$ cat config.mk
export PLATFORM = sky130hd
export DESIGN_NAME = param_matrix_multiplier
export DESIGN_NICKNAME = d
export VERILOG_FILES = /design/src/rtl/param_matrix_multiplier.sv
export SDC_FILE = /design/constraint.sdc
export NUM_CORES = 1
export LEC_CHECK = 0
export CAP_MARGIN = 20
export CORE_ASPECT_RATIO = 0.9
export CORE_MARGIN = 2
export CORE_UTILIZATION = 30
export DETAILED_ROUTE_END_ITERATION = 6
export PLACE_DENSITY = 0.43
export SLEW_MARGIN = 20
export SYNTH_ARGS = -nofsm -noshare
export SYNTH_HDL_FRONTEND = slang
export SYNTH_SLANG_ARGS = --single-unit
$ cat constraint.sdc
create_clock -name clk_i -period 17.3 [get_ports clk_i]
set_input_delay 3.46 -clock clk_i [delete_from_list [all_inputs] [get_ports clk_i]]
set_output_delay 3.46 -clock clk_i [all_outputs]
set_load 0.01 [all_outputs]
$ cat src/rtl/param_matrix_multiplier.sv
// Streaming NxN matrix multiplier: loads A then B row-major, computes C with
// N parallel multipliers one element per cycle, then drains C row-major.
module param_matrix_multiplier #(
  parameter int N  = 3,
  parameter int DW = 4
) (
  input  logic                          clk_i,
  input  logic                          reset,
  input  logic                          clear,
  input  logic                          signed_mode,
  input  logic [DW-1:0]                 data_in,
  input  logic                          in_valid,
  output logic                          in_ready,
  output logic [2*DW+$clog2(N)-1:0]     data_out,
  output logic                          out_valid,
  input  logic                          out_ready,
  output logic                          busy,
  output logic                          done
);

  localparam int OW = 2*DW + $clog2(N);
  localparam int NN = N*N;
  localparam int IW = $clog2(NN);
  localparam int RW = $clog2(N);

  typedef enum logic [1:0] {
    LOAD_A,
    LOAD_B,
    COMPUTE,
    DRAIN
  } state_t;

  state_t          r_state;
  logic [IW-1:0]   r_idx;
  logic [RW-1:0]   r_row;
  logic [RW-1:0]   r_col;
  logic            r_sgn;
  logic            r_ov;
  logic [DW-1:0]   r_a [NN];
  logic [DW-1:0]   r_b [NN];
  logic [OW-1:0]   r_c [NN];

  logic [IW-1:0]   w_ai [N];
  logic [IW-1:0]   w_bi [N];
  logic [OW-1:0]   w_ax [N];
  logic [OW-1:0]   w_bx [N];
  logic [OW-1:0]   w_prod [N];
  logic [OW-1:0]   w_sum;
  logic            w_last;
  logic            w_acc;
  logic            w_ohs;

  // One multiplier per k: A[row][k] * B[k][col], extended to OW first
  for (genvar k = 0; k < N; k++) begin : g_mul
    assign w_ai[k] = IW'(int'(r_row)*N + k);
    assign w_bi[k] = IW'(k*N + int'(r_col));
    assign w_ax[k] = r_sgn ? {{(OW-DW){r_a[w_ai[k]][DW-1]}}, r_a[w_ai[k]]}
                           : {{(OW-DW){1'b0}}, r_a[w_ai[k]]};
    assign w_bx[k] = r_sgn ? {{(OW-DW){r_b[w_bi[k]][DW-1]}}, r_b[w_bi[k]]}
                           : {{(OW-DW){1'b0}}, r_b[w_bi[k]]};
    assign w_prod[k] = w_ax[k] * w_bx[k];
  end

  always_comb begin
    w_sum = '0;
    for (int k = 0; k < N; k++) begin
      w_sum = w_sum + w_prod[k];
    end
  end

  assign w_last    = (r_idx == IW'(NN-1));
  assign in_ready  = (r_state == LOAD_A) || (r_state == LOAD_B);
  assign w_acc     = in_valid && in_ready;
  assign w_ohs     = r_ov && out_ready;
  assign out_valid = r_ov;
  assign data_out  = r_ov ? r_c[r_idx] : '0;
  assign busy      = (r_state != LOAD_A);
  assign done      = w_ohs && w_last && !clear;

  always_ff @(posedge clk_i or posedge reset) begin
    if (reset) begin
      r_state <= LOAD_A;
      r_idx   <= '0;
      r_row   <= '0;
      r_col   <= '0;
      r_sgn   <= 1'b0;
      r_ov    <= 1'b0;
      for (int i = 0; i < NN; i++) begin
        r_a[i] <= '0;
        r_b[i] <= '0;
        r_c[i] <= '0;
      end
    end else if (clear) begin
      r_state <= LOAD_A;
      r_idx   <= '0;
      r_row   <= '0;
      r_col   <= '0;
      r_ov    <= 1'b0;
    end else begin
      case (r_state)
        LOAD_A: begin
          if (w_acc) begin
            r_a[r_idx] <= data_in;
            if (r_idx == '0) r_sgn <= signed_mode;
            if (w_last) begin
              r_idx   <= '0;
              r_state <= LOAD_B;
            end else begin
              r_idx <= r_idx + 1'b1;
            end
          end
        end
        LOAD_B: begin
          if (w_acc) begin
            r_b[r_idx] <= data_in;
            if (w_last) begin
              r_idx   <= '0;
              r_row   <= '0;
              r_col   <= '0;
              r_state <= COMPUTE;
            end else begin
              r_idx <= r_idx + 1'b1;
            end
          end
        end
        COMPUTE: begin
          r_c[r_idx] <= w_sum;
          if (r_col == RW'(N-1)) begin
            r_col <= '0;
            r_row <= r_row + 1'b1;
          end else begin
            r_col <= r_col + 1'b1;
          end
          if (w_last) begin
            r_idx   <= '0;
            r_row   <= '0;
            r_col   <= '0;
            r_ov    <= 1'b1;
            r_state <= DRAIN;
          end else begin
            r_idx <= r_idx + 1'b1;
          end
        end
        DRAIN: begin
          if (w_ohs) begin
            if (w_last) begin
              r_idx   <= '0;
              r_ov    <= 1'b0;
              r_state <= LOAD_A;
            end else begin
              r_idx <= r_idx + 1'b1;
            end
          end
        end
        default: r_state <= LOAD_A;
      endcase
    end
  end

endmodule
After elaboration in Yosys (flattened, before gate mapping)
Cells that the tools add are included.

storage, ports and cells
  ROM bits = 0
  input port bits = 10
  bits in latches = 0
  bits in registers = 174
  bits in writable memories = 0
  memories kept = 0

operators by class
  reduce and logical (&&, ||, !) cells = 22
  div/mod/pow operators = 0
  bitwise gates (word level) = 8
  muxes and demuxes = 63
  order comparisons = 8
  equal/unequal tests = 14
  shift operators = 0
  $mul = 4
  add/sub/neg operators = 9

operator list
  operator               number
  $mux W10               10
  $bmux W4 S4            6
  $bwmux W90             1
  $bwmux W36             2
  $mux W4                17
  $bmux W10 S4           1
  $demux W10 S4          1
  $ge A5 B5 Y1 const B   7
  $mul A10 B10 Y10       3
  $mux W2                15
  $not A4 Y5             5
  $ne A3 B3 Y1 const B   7
  $add A10 B10 Y10       2
  $demux W4 S4           1
  $pmux W4 S3            1
  $reduce_and A4 Y1      3
  $reduce_and A3 Y1      3
  $add A4 B2 Y4 const B  2
  $pmux W2 S2            2
  $pmux W2 S4            1
  $reduce_and A7 Y1      1
  $eq A2 B2 Y1 const B   3
  $reduce_bool A3 Y1     2
  $logic_and A1 B1 Y1    5
  22 further kinds       27

Depth between registers and ports, before layout
  depth after elaboration = 11
  depth in mapped cells = 35
  mapped depth without buffers = 30

Worst setup path after synthesis
No wires, ideal clock.

  kind = register -> register
  from = register r_row[0]
  to = register r_c[19] (netlist bit)
  setup slack = 8.903 ns
  stages on the path, launching flop included = 33
  setup time = 0.128 ns
  path buffers = 5
  period minus slack after synthesis = 8.397 ns
  data arrival time = 8.269 ns
  path through = dfrtp_1 -> buf_4 -> buf_2 -> inv_1 -> ha_1 -> buf_2 -> buf_4 -> buf_2 -> nor4_1 -> a21oi_1 -> nor2_1 -> inv_1 -> fa_1 -> inv_1 -> ha_1 -> inv_1 -> fa_1 -> fa_1 -> inv_1 -> fa_1 -> fa_1 -> inv_1 -> fa_1 -> fa_1 -> inv_1 -> ha_1 -> a21oi_1 -> o21bai_1 -> a21o_1 -> a21oi_1 -> xnor3_1 -> xnor2_2 -> mux2_1

on the way
  longest elaborated chain between the ends = 11

ends and longest elaborated chain
  item                                         line    source
  start: declaration                           35      logic [RW-1:0] r_row;
  start signal: assignment                     130     r_row <= r_row + 1'b1;
  $mul A2 B2 Y4 (*)                            55      assign w_ai[k] = IW'(int'(r_row)*N + k);
  $add A4 B2 Y4                                55
  $not A4 Y5 (not written as such)             57, 58
  $bmux W4 S4                                  57, 58
  $mux W4 (not written as such) (2 in series)  57, 58
  $mux W10                                     57      assign w_ax[k] = r_sgn ? {{(OW-DW){r_a[w_ai[k]][DW-1]}}, r_a[w_ai[k]]}
  $mul A10 B10 Y10                             61      assign w_prod[k] = w_ax[k] * w_bx[k];
  $add A10 B10 Y10                             67      w_sum = w_sum + w_prod[k];
  $add A10 B10 Y10 (*)                         67
  $bwmux W90 (*)                               127     r_c[r_idx] <= w_sum;
  end signal: indexed assignment               127
  end: declaration                             41      logic [OW-1:0] r_c [NN];

Every way passes the cells marked *; elsewhere a longest branch is shown, timed or not. The select of a mux whose other input is x is not followed.
A chain may end at the register's enable or synchronous reset.

Worst setup path in the final report
  from = register r_row[0]
  to = register r_c[49] (netlist bit)

Same word-level chain as after synthesis.

==> results.cfg <==
[synth]
yosysTopAreaCell = dfrtp_1
ys_types = 53
synth_top_area_share_pct = 33.76
synth_edf_count = 0
yosys_warnings = 0
synthCells = 1173
synth_fp_nets = 1355
avgSynthCellArea_sq_um = 11.00
yosysSeqAreaShare_pct = 33.76
synth_area_leaders = dfrtp_1, fa_1, mux2_2, ha_1, mux4_2
postSynth.asyncResetShare_pct = 100.0
synthFlopType = dfrtp_1
synth-seq-cells = 174
syn_area_sq_mm = 0.01290

[place]
gp_congestion = 0.8063
dpl_cell_area_sq_mm = 0.01368
hpwl_mm = 25.00
io_buffers = 23
dp_cells = 1713
pre_cts_ws_ps = 7789

[setup_path]
endpoint_kind = flip-flop
r2r_setup_slack_ps = 8120
cp.required_ps = 17630
cp_max_fo = 27
r2r_start = r_row[0]$_DFFE_PP0P_
crit_family = adder cells
max_stage_delay_ps = 780
cp_num_buf_inv = 8
startpoint_type = flip-flop
r2r-end = r_c[49]$_DFFE_PP0P_
cp_slowest_cell = ha_2
worst_ep_arrival_time_ps = 9500
worst-setup-path-type = flip-flop to flip-flop
worstRegToRegCells = 30

[timing]
maxSlewViolCount = 0
rsz0062_at_grt = no
worst_slack_ps = 8125
fin_crit_ps = 9175
slew-limit-headroom_pct = 39.47
clock.fmax_mhz = 109.0
setup_viol = 0
whs_ps = 480.7
report.final.hold_viol_count = 0
tns_ps = 0
tightest_slew_ps = 907.9
period_share_pct = 53.04
finClkSkew_ps = 16.17

[hold_path]
hold_path_end = r_c[46]$_DFFE_PP0P_
hold_path_startpoint = r_c[46]$_DFFE_PP0P_
hold_class = flip-flop to flip-flop
min_path_cells = 2

[clock_tree]
clk_pin_slew_worst_paths_ps = 70
htree_num_levels = 4
cts_root_buffer = clkbuf_16
cts_buffers = 17
clockBufferDepth = 2
ctsResizeCount = 0
cts_tree = done
clock_latency_ps = 450
cts.sinks = 174
ctsHoldBuffers = 0
cts_setup_buffers = 0

[global_routing]
grt_pass1_vias = 8676
grt_pass1_wl_mm = 52.32
antenna_found_initial = 0
grt_max_degree = 68
grt_usage_pct = 15.36
overflow = 0

[finish]
layout-drive-gt1-share_pct = 17.14
syn_to_final_growth_pct = 10.41
layout.area.seq_sq_mm = 0.004355
nNetsFinal = 1359
layout_commonest_cell = dfrtp_1
diodes = 0
final_cell_mix = dfrtp_1, inv_1, mux2_2
final_cell_area_sq_mm = 0.01424
layout.cells.non_filler = 1745
final_core_util_pct = 33.35
multi_input_area_sq_mm = 0.007715
nFillCells = 4391

[status]
status = finished, final reports clean

[detailed_routing]
vias = 8319
drt_wl_total_mm = 32.56
drc = 0
wl_per_cell_microns = 18.66
viasPerCell = 4.767
drt_iter0_markers = 406
dr.pass1.iters = 5
drtAntennaViolNets = 0

[pwr]
totalPowerFinal_mw = 2.690
vdd_drop_max_uv = 199.4
seqPwrFrac_pct = 22.3
intPower_mw = 1.381
power.switching_mw = 1.309
power_frac_comb_pct = 64.0
p_leak_nw = 6.637
p_clk_share_pct = 13.7
power_density_mw_per_mm2 = 188.9
swShare_pct = 48.67

[run]
drv_cap = 0

[floorplanning]
boundaryPins = 24
die_area_sq_mm = 0.04467
core_sq_mm = 0.04270
start_util_pct = 30.21
die_h_microns = 200.7
num_rows = 72
dieWidth_microns = 222.6
==> cells in the mapped netlist (2+ instances only) <==
cell type  number
nor4_1          3
nand2b_1       17
mux2_2        114
inv_1         169
xnor2_1        37
o311a_1         2
mux4_2         38
buf_4           3
nand3b_1        3
o22a_1          8
and3_1          4
o21bai_1        3
nor2b_1        14
ha_1           85
nand3_1         6
nor2_1         60
nand2_1       113
or2_2           7
buf_2           7
o21ai_0        48
nor3_1          9
mux2_1          8
a21oi_1        30
clkbuf_1       29
and2_1         14
buf_1           4
dfrtp_1       174
o22ai_1        12
fa_1           87
mux2i_1        32
a21o_1          4
mux4_1          3
xor2_1          6
==> registers in the layout, indices dropped and copies added, names as in the netlist <==
register   cells
out_valid      1
r_b           36
r_row          2
r_col          2
r_idx          4
r_c           90
r_sgn          1
r_state        2
r_a           36
==> layer usage <==
metal	wire length [microns]	track usage (%)	part of all wire, %	up-vias
met5	0	0	0	-
met4	308	3.164	0.95	0
met3	893	2.239	2.7	23
met2	14510	23.18	45	102
met1	16850	23.33	52	4280
li1	-	-	-	3914
==> how the worst max path moves through the flow <==
stage / start / to / slack (ps) / cells after the start
after CTS: r_row[0]$_DFFE_PP0P_ / r_c[49]$_DFFE_PP0P_ / 7800 / 28
final: r_row[0]$_DFFE_PP0P_ / r_c[49]$_DFFE_PP0P_ / 8120 / 30
after global placement: r_row[0]$_DFFE_PP0P_ / r_c[39]$_DFFE_PP0P_ / 7910 / 30
after floorplan: r_row[0]$_DFFE_PP0P_ / r_c[19]$_DFFE_PP0P_ / 8900 / 32
after global routing: r_row[0]$_DFFE_PP0P_ / r_c[9]$_DFFE_PP0P_ / 7490 / 30
after detailed placement: r_row[0]$_DFFE_PP0P_ / r_c[49]$_DFFE_PP0P_ / 7790 / 28
==> final cells by class <==
| type | instances | share of cell area, % |
|---|---|---|
| Clock buffer | 17 | 2.987 |
| Timing Repair Buffer | 30 | 1.986 |
| Clock inverter | 15 | 0.9049 |
| Tap cell | 555 | 4.876 |
| Multi-Input combinational cell | 785 | 54.17 |
| Inverter | 169 | 4.490 |
| Sequential cell | 174 | 30.58 |
==> kinds of logic (layout without fill, tap and decap cells) <==
kind of cell             after synthesis  after routing  synth area share (%)
AND/OR/NAND/NOR                      257            257                 9.109
flip-flops                           174            174                 33.76
adder cells (fa/ha/maj)              172            172                 21.75
multiplexers                         196            196                 20.50
AO/OA/AOI/OAI                        115            115                 5.219
buffers and inverters                214            231                 6.451
XOR/XNOR                              45             45                 3.220
==> power by group through the flow <==
| stage | clock network [mW] | registers, mW | logic [mW] |
|---|---|---|---|
| floorplan | 0 | 0.564 | 1.26 |
| global placement | 0 | 0.608 | 1.77 |
| detailed placement | 0 | 0.609 | 1.77 |
| CTS | 0.380 | 0.601 | 1.79 |
| global route | 0.399 | 0.617 | 2.01 |
| finish | 0.369 | 0.601 | 1.72 |
==> worst min-delay path, delay by kind of cell (launching register included) <==
kind	cells	cell delay (ps)
AO/OA/AOI/OAI	1	60
flip-flops	1	350
AND/OR/NAND/NOR	1	50
(Power assumes the default switching activity.)
